--- src/rtl/serial_add_ctrl.sv ---
// serial_add_ctrl: bit-serial adder controller, one full-adder cell stepped LSB first.
// Optional macro SERIAL_ADD_OVF_EN adds the signed-overflow output ovf.
`default_nettype none

module serial_add_ctrl #(
  parameter int WIDTH = 8
) (
  input  logic             clk,
  input  logic             rst,
  input  logic             start,
  input  logic [WIDTH-1:0] a,
  input  logic [WIDTH-1:0] b,
  input  logic             cin,
  output logic             ready,
  output logic             busy,
  output logic             done,
  output logic [WIDTH-1:0] sum,
`ifdef SERIAL_ADD_OVF_EN
  output logic             ovf,
`endif
  output logic             cout
);

  localparam int CW = $clog2(WIDTH + 1);

  typedef enum logic [1:0] {
    IDLE = 2'd0,
    RUN  = 2'd1,
    DONE = 2'd2
  } state_t;

  state_t           state;
  state_t           state_nxt;
  logic [WIDTH-1:0] a_sr;
  logic [WIDTH-1:0] b_sr;
  logic [WIDTH-1:0] sum_sr;
  logic [WIDTH-1:0] sum_full;
  logic             carry;
  logic [CW-1:0]    count;
  logic             cell_s;
  logic             cell_co;
  logic             last_bit;
  logic             accept;

  assign cell_s   = a_sr[0] ^ b_sr[0] ^ carry;
  assign cell_co  = (a_sr[0] & b_sr[0]) | (a_sr[0] & carry) | (b_sr[0] & carry);
  assign last_bit = (count == CW'(WIDTH - 1));

  // Value sum_sr takes after the current bit's s enters at the MSB.
  generate
    if (WIDTH == 1) begin : g_w1
      assign sum_full = cell_s;
    end else begin : g_wn
      assign sum_full = {cell_s, sum_sr[WIDTH-1:1]};
    end
  endgenerate

  always_ff @(posedge clk) begin
    if (rst) state <= IDLE;
    else     state <= state_nxt;
  end

  always_comb begin
    state_nxt = state;
    ready     = 1'b0;
    busy      = 1'b0;
    done      = 1'b0;
    accept    = 1'b0;
    case (state)
      IDLE: begin
        ready = 1'b1;
        if (start) begin
          accept    = 1'b1;
          state_nxt = RUN;
        end
      end
      RUN: begin
        busy = 1'b1;
        if (last_bit) state_nxt = DONE;
      end
      DONE: begin
        done      = 1'b1;
        state_nxt = IDLE;
      end
      default: state_nxt = IDLE;
    endcase
  end

  always_ff @(posedge clk) begin
    if (rst) begin
      a_sr   <= '0;
      b_sr   <= '0;
      sum_sr <= '0;
      carry  <= 1'b0;
      count  <= '0;
      sum    <= '0;
      cout   <= 1'b0;
`ifdef SERIAL_ADD_OVF_EN
      ovf    <= 1'b0;
`endif
    end else if (accept) begin
      a_sr   <= a;
      b_sr   <= b;
      sum_sr <= '0;
      carry  <= cin;
      count  <= '0;
    end else if (state == RUN) begin
      a_sr   <= a_sr >> 1;
      b_sr   <= b_sr >> 1;
      sum_sr <= sum_full;
      carry  <= cell_co;
      count  <= count + CW'(1);
      if (last_bit) begin
        sum  <= sum_full;
        cout <= cell_co;
`ifdef SERIAL_ADD_OVF_EN
        // carry register holds the carry into the MSB on the last bit.
        ovf  <= carry ^ cell_co;
`endif
      end
    end
  end

endmodule

`default_nettype wire

--- config.mk ---
export PLATFORM = sky130hd
export DESIGN_NAME = serial_add_ctrl
export DESIGN_NICKNAME = d
export VERILOG_FILES = /design/src/rtl/serial_add_ctrl.sv
export SDC_FILE = /design/constraint.sdc
export NUM_CORES = 1
export LEC_CHECK = 0
export CORE_MARGIN = 3
export CORE_UTILIZATION = 49
export CTS_BUF_LIST = sky130_fd_sc_hd__clkbuf_2 sky130_fd_sc_hd__clkbuf_4 sky130_fd_sc_hd__clkbuf_8
export DETAILED_ROUTE_END_ITERATION = 8
export GPL_TIMING_DRIVEN = 0
export HOLD_SLACK_MARGIN = 0.12
export PLACE_DENSITY = 0.74
export SYNTH_ARGS = -nofsm -noshare
export SYNTH_HDL_FRONTEND = slang
export SYNTH_SLANG_ARGS = --single-unit
export TNS_END_PERCENT = 1
--- constraint.sdc ---
create_clock -name clk -period 2.9 [get_ports clk]
set_input_delay 0.58 -clock clk [delete_from_list [all_inputs] [get_ports clk]]
set_output_delay 0.58 -clock clk [all_outputs]
set_load 0.05 [all_outputs]
==> results of run 1 <==
cells by family (layout without fill, tap and decap cells):
kind of cell / count (synthesis) / after routing
buf+inv: 17 / 55
compound gates: 43 / 43
mux: 9 / 9
xor+xnor: 2 / 2
flops: 39 / 39
fa+ha+maj: 2 / 2
simple gates: 87 / 87
sequential cells by signal (all words and copies together), names as in the netlist:
register,flops
a_sr,8
b_sr,8
carry,1
count,4
cout,1
state,2
sum,8
sum_sr,7
worst max-delay path, delay by kind of cell, from the launching register on:
family	cells	cell delay [ns]
buffers and inverters	5	1.37
and+or+nand+nor	1	0.13
DFF	1	0.32
Yosys cell counts (all sizes together):
cell | instances | area share
nand3b | 2 | 0.0084
or3 | 1 | 0.0035
inv | 2 | 0.0042
o221a | 1 | 0.0063
nand2b | 20 | 0.074
fa | 1 | 0.011
or3b | 3 | 0.015
clkbuf | 2 | 0.0042
buf | 13 | 0.061
o21ba | 1 | 0.0056
a211oi | 12 | 0.073
xnor2 | 1 | 0.0049
nor3 | 3 | 0.0084
or2b | 2 | 0.0084
ha | 1 | 0.0070
dfxtp | 39 | 0.44
xor2 | 1 | 0.0049
nor3b | 1 | 0.010
nand2 | 30 | 0.063
nand3 | 3 | 0.0084
mux2i | 9 | 0.050
o21ai | 1 | 0.0028
nor2 | 21 | 0.048
a21oi | 28 | 0.078
and2b | 1 | 0.0049
cell type report:
type | instances | area (um2) | area share
timing repair buffer | 30 | 300 | 0.134
sequential | 39 | 781 | 0.348
clock inverter | 2 | 12.5 | 0.00558
buffer | 15 | 118 | 0.0525
inverter | 2 | 7.51 | 0.00335
clock buffer | 6 | 76.3 | 0.0341
tap | 46 | 57.6 | 0.0257
multi-input combinational | 143 | 888 | 0.396
per-layer routing:
layer  vias up  GRT usage  routed length (um)
met5         -          0                   0
met4         0     0.0609                  49
met3         6     0.0506                 149
met2        23      0.320                1760
met1       665      0.200                1540
li1        739          -                   -
worst max-delay path by stage:
stage,to,from
global route,busy,state[1]$_SDFFE_PP0P_
detailed placement,busy,state[1]$_SDFFE_PP0P_
finish,busy,state[1]$_SDFFE_PP0P_
floorplan,ready,state[0]$_SDFFE_PP0P_
CTS,busy,state[1]$_SDFFE_PP0P_
global placement,busy,state[1]$_SDFFE_PP0P_
power by group through the flow:
stage | Combinational [mW] | Clock, mW | Sequential, mW
finish | 0.174 | 0.364 | 0.576
global route | 0.193 | 0.394 | 0.578
CTS | 0.176 | 0.374 | 0.575
detailed placement | 0.175 | 0 | 0.588
global placement | 0.171 | 0 | 0.586
floorplan | 0.122 | 0 | 0.584
cells in the final DEF, fill, tap and decap left out, drive strengths merged:
cell | Yosys | layout
nand2 | 30 | 30
dfxtp | 39 | 39
buf | 13 | 13
o21ai | 1 | 1
inv | 2 | 2
or2b | 2 | 2
clkbuf | 2 | 8
xnor2 | 1 | 1
xor2 | 1 | 1
clkdlybuf4s50 | 0 | 30
clkinv | 0 | 1
mux2i | 9 | 9
a211oi | 12 | 12
o21ba | 1 | 1
and2b | 1 | 1
o221a | 1 | 1
ha | 1 | 1
nor3b | 1 | 1
fa | 1 | 1
clkinvlp | 0 | 1
or3b | 3 | 3
nand3 | 3 | 3
or3 | 1 | 1
nor3 | 3 | 3
a21oi | 28 | 28
nor2 | 21 | 21
nand3b | 2 | 2
nand2b | 20 | 20
==> summary.md, run 1 <==
| Metric | Value |
|---|---|
| PostCTS Resize Cnt | 0 |
| Clock power frac | 0.327 |
| Most common cell on crit path | buf_6 |
| Vias in the first global route | 1413 |
| Die W | 66.5 um |
| Static Leak | 0.777 nW |
| Post-route setup slack | 0.201 ns |
| Htree depth | 2 |
| Clock-pin slew on the worst setup and hold paths | 0.08 ns |
| Row count | 21 |
| Status | completed |
| Post-route antenna net violation count | 0 |
| WP data arrival | 2.12 ns |
| Worst IR Drop VDD | 0.291 mV |
| Fin. Hold Viols | 0 |
| Min-delay worst type | reg2reg |
| # Post-CTS Setup Buffers | 0 |
| Post-Synth Adder-Cell Area | 0.0181 |
| Share of the yosys chip area belonging to registers | 0.435 |
| Synth Instances | 199 |
| Fraction of layout cells with a size suffix above 1 | 0.160 |
| All-Layer GR Usage | 0.178 |
| Worst Hold Path Cells | 2 |
| CP required | 2.32 ns |
| # IOs | 32 |
| Drt first pass iters | 4 |
| Highest clock rate | 0.371 GHz |
| Avg Synthesized Cell Area | 9.02 um2 |
| Initial DRC Count | 55 |
| Pint | 0.823 mW |
| Inst Count DP | 275 |
| Clk_lat worst skew | 0.29 ns |
| Layout Skew | 0.00503 ns |
| XOR/XNOR share of the synthesized area | 0.00976 |
| Fin crit share | 0.931 |
| Worst hold margin | 0.464 ns |
| Area after DPL | 2150 um2 |
| First-pass GRT wire length | 5980 um |
| Vias | 1433 |
| Layout net count | 258 |
| Antenna violations before repair | 0 |
| Clock buffer depth | 2 |
| Post-route cell area | 2240 um2 |
| Worst path slowest cell | clkdlybuf4s50_1 |
| Initial core utilization | 0.521 |
| Final min period | 2.70 ns |
| Min-delay src | b_sr[3]$_SDFFE_PP0P_ |
| Flop pwr share | 0.517 |
| Num CTS Buffers | 5 |
| RSZ-0062 raised after global routing | false |
| Drt wl/cell | 12.4 um |
| Design Power | 1.11 mW |
| Number of vias per cell | 5.06 |
| Total Wirelength | 3500 um |
| Crit-path max FO | 10 |
| Setup crit end kind | output port |
| Post-CTS Hold Buffers | 0 |
| #FFs+latches synth | 39 |
| Multiplexer share of the synthesized area | 0.0502 |
| Sw Ratio | 0.260 |
| TritonCTS Sinks | 39 |
| Max-slew headroom | 0.664 |
| Worst hold endpoint | b_sr[2]$_SDFFE_PP0P_ |
| Slew Viols, Final | 0 |
| Crit path kind | reg2out |
| DRC violations left | 0 |
| Final setup fails | 0 |
| Worst R2R Start | count[0]$_SDFFE_PP0N_ |
| Post-Synth Simple-Gate Area | 0.252 |
| Total grt overflow | 0 |
| FF-to-FF path depth | 4 |
| Netlist cell types | 32 |
| Cells along the critical path | buf_6 > nand2b_4 > buf_6 > inv_2 > buf_4 > clkdlybuf4s50_1 |
| TNS Setup | 0 ns |
| Hpwl dp | 2590 um |
| Chip Height | 66.5 um |
| Root Driver | clkbuf_8 |
| YS warnings | 0 |
| Setup WS pre-CTS | 0.513 ns |
| Syn Nets | 221 |
| R2r setup slk | 1.50 ns |
| Mapped cell area | 1790 um2 |
| Largest net degree at the start of global routing | 13 |
| Post-route insts no fill | 283 |
| Core box area | 3440 um2 |
| RePlAce Congestion | 0.724 |
| P_sw | 0.290 mW |
| Antenna diodes | 0 |
| Pwr dens | 497 nW/um2 |
| Die ar. | 4420 um2 |
| Least-Margin Pin Slew | 0.502 ns |
| Fin util | 0.651 |
| CTS tree | yes |
| Max incr delay on CP | 0.82 ns |
| P&R area growth vs syn | 24.9% |
| Compound-Gate Fraction of Synth Area | 0.165 |
| Critical Path Start Type | flop |
| Part of the power in combinational logic | 0.156 |
| Max-cap violations | 0 |
| Fillers | 293 |
| Largest family of logic cells by synthesized area | simple AND/OR/NAND/NOR gates |
| Buffers on Ports | 30 |
| Capturing point of the worst reg2reg path | sum[2]$_SDFFE_PP0P_ |
Power figures use the tool's default switching activity.
==> run 2, diff against run 1 <==
--- a/config.mk
+++ b/config.mk
@@ -9,6 +9,7 @@
 export CORE_UTILIZATION = 49
 export CTS_BUF_LIST = sky130_fd_sc_hd__clkbuf_2 sky130_fd_sc_hd__clkbuf_4 sky130_fd_sc_hd__clkbuf_8
 export DETAILED_ROUTE_END_ITERATION = 8
+export GPL_ROUTABILITY_DRIVEN = 0
 export GPL_TIMING_DRIVEN = 0
 export HOLD_SLACK_MARGIN = 0.12
 export PLACE_DENSITY = 0.74
==> results of run 2 <==
Final layout, timing and power as in run 1 (identical DEF).
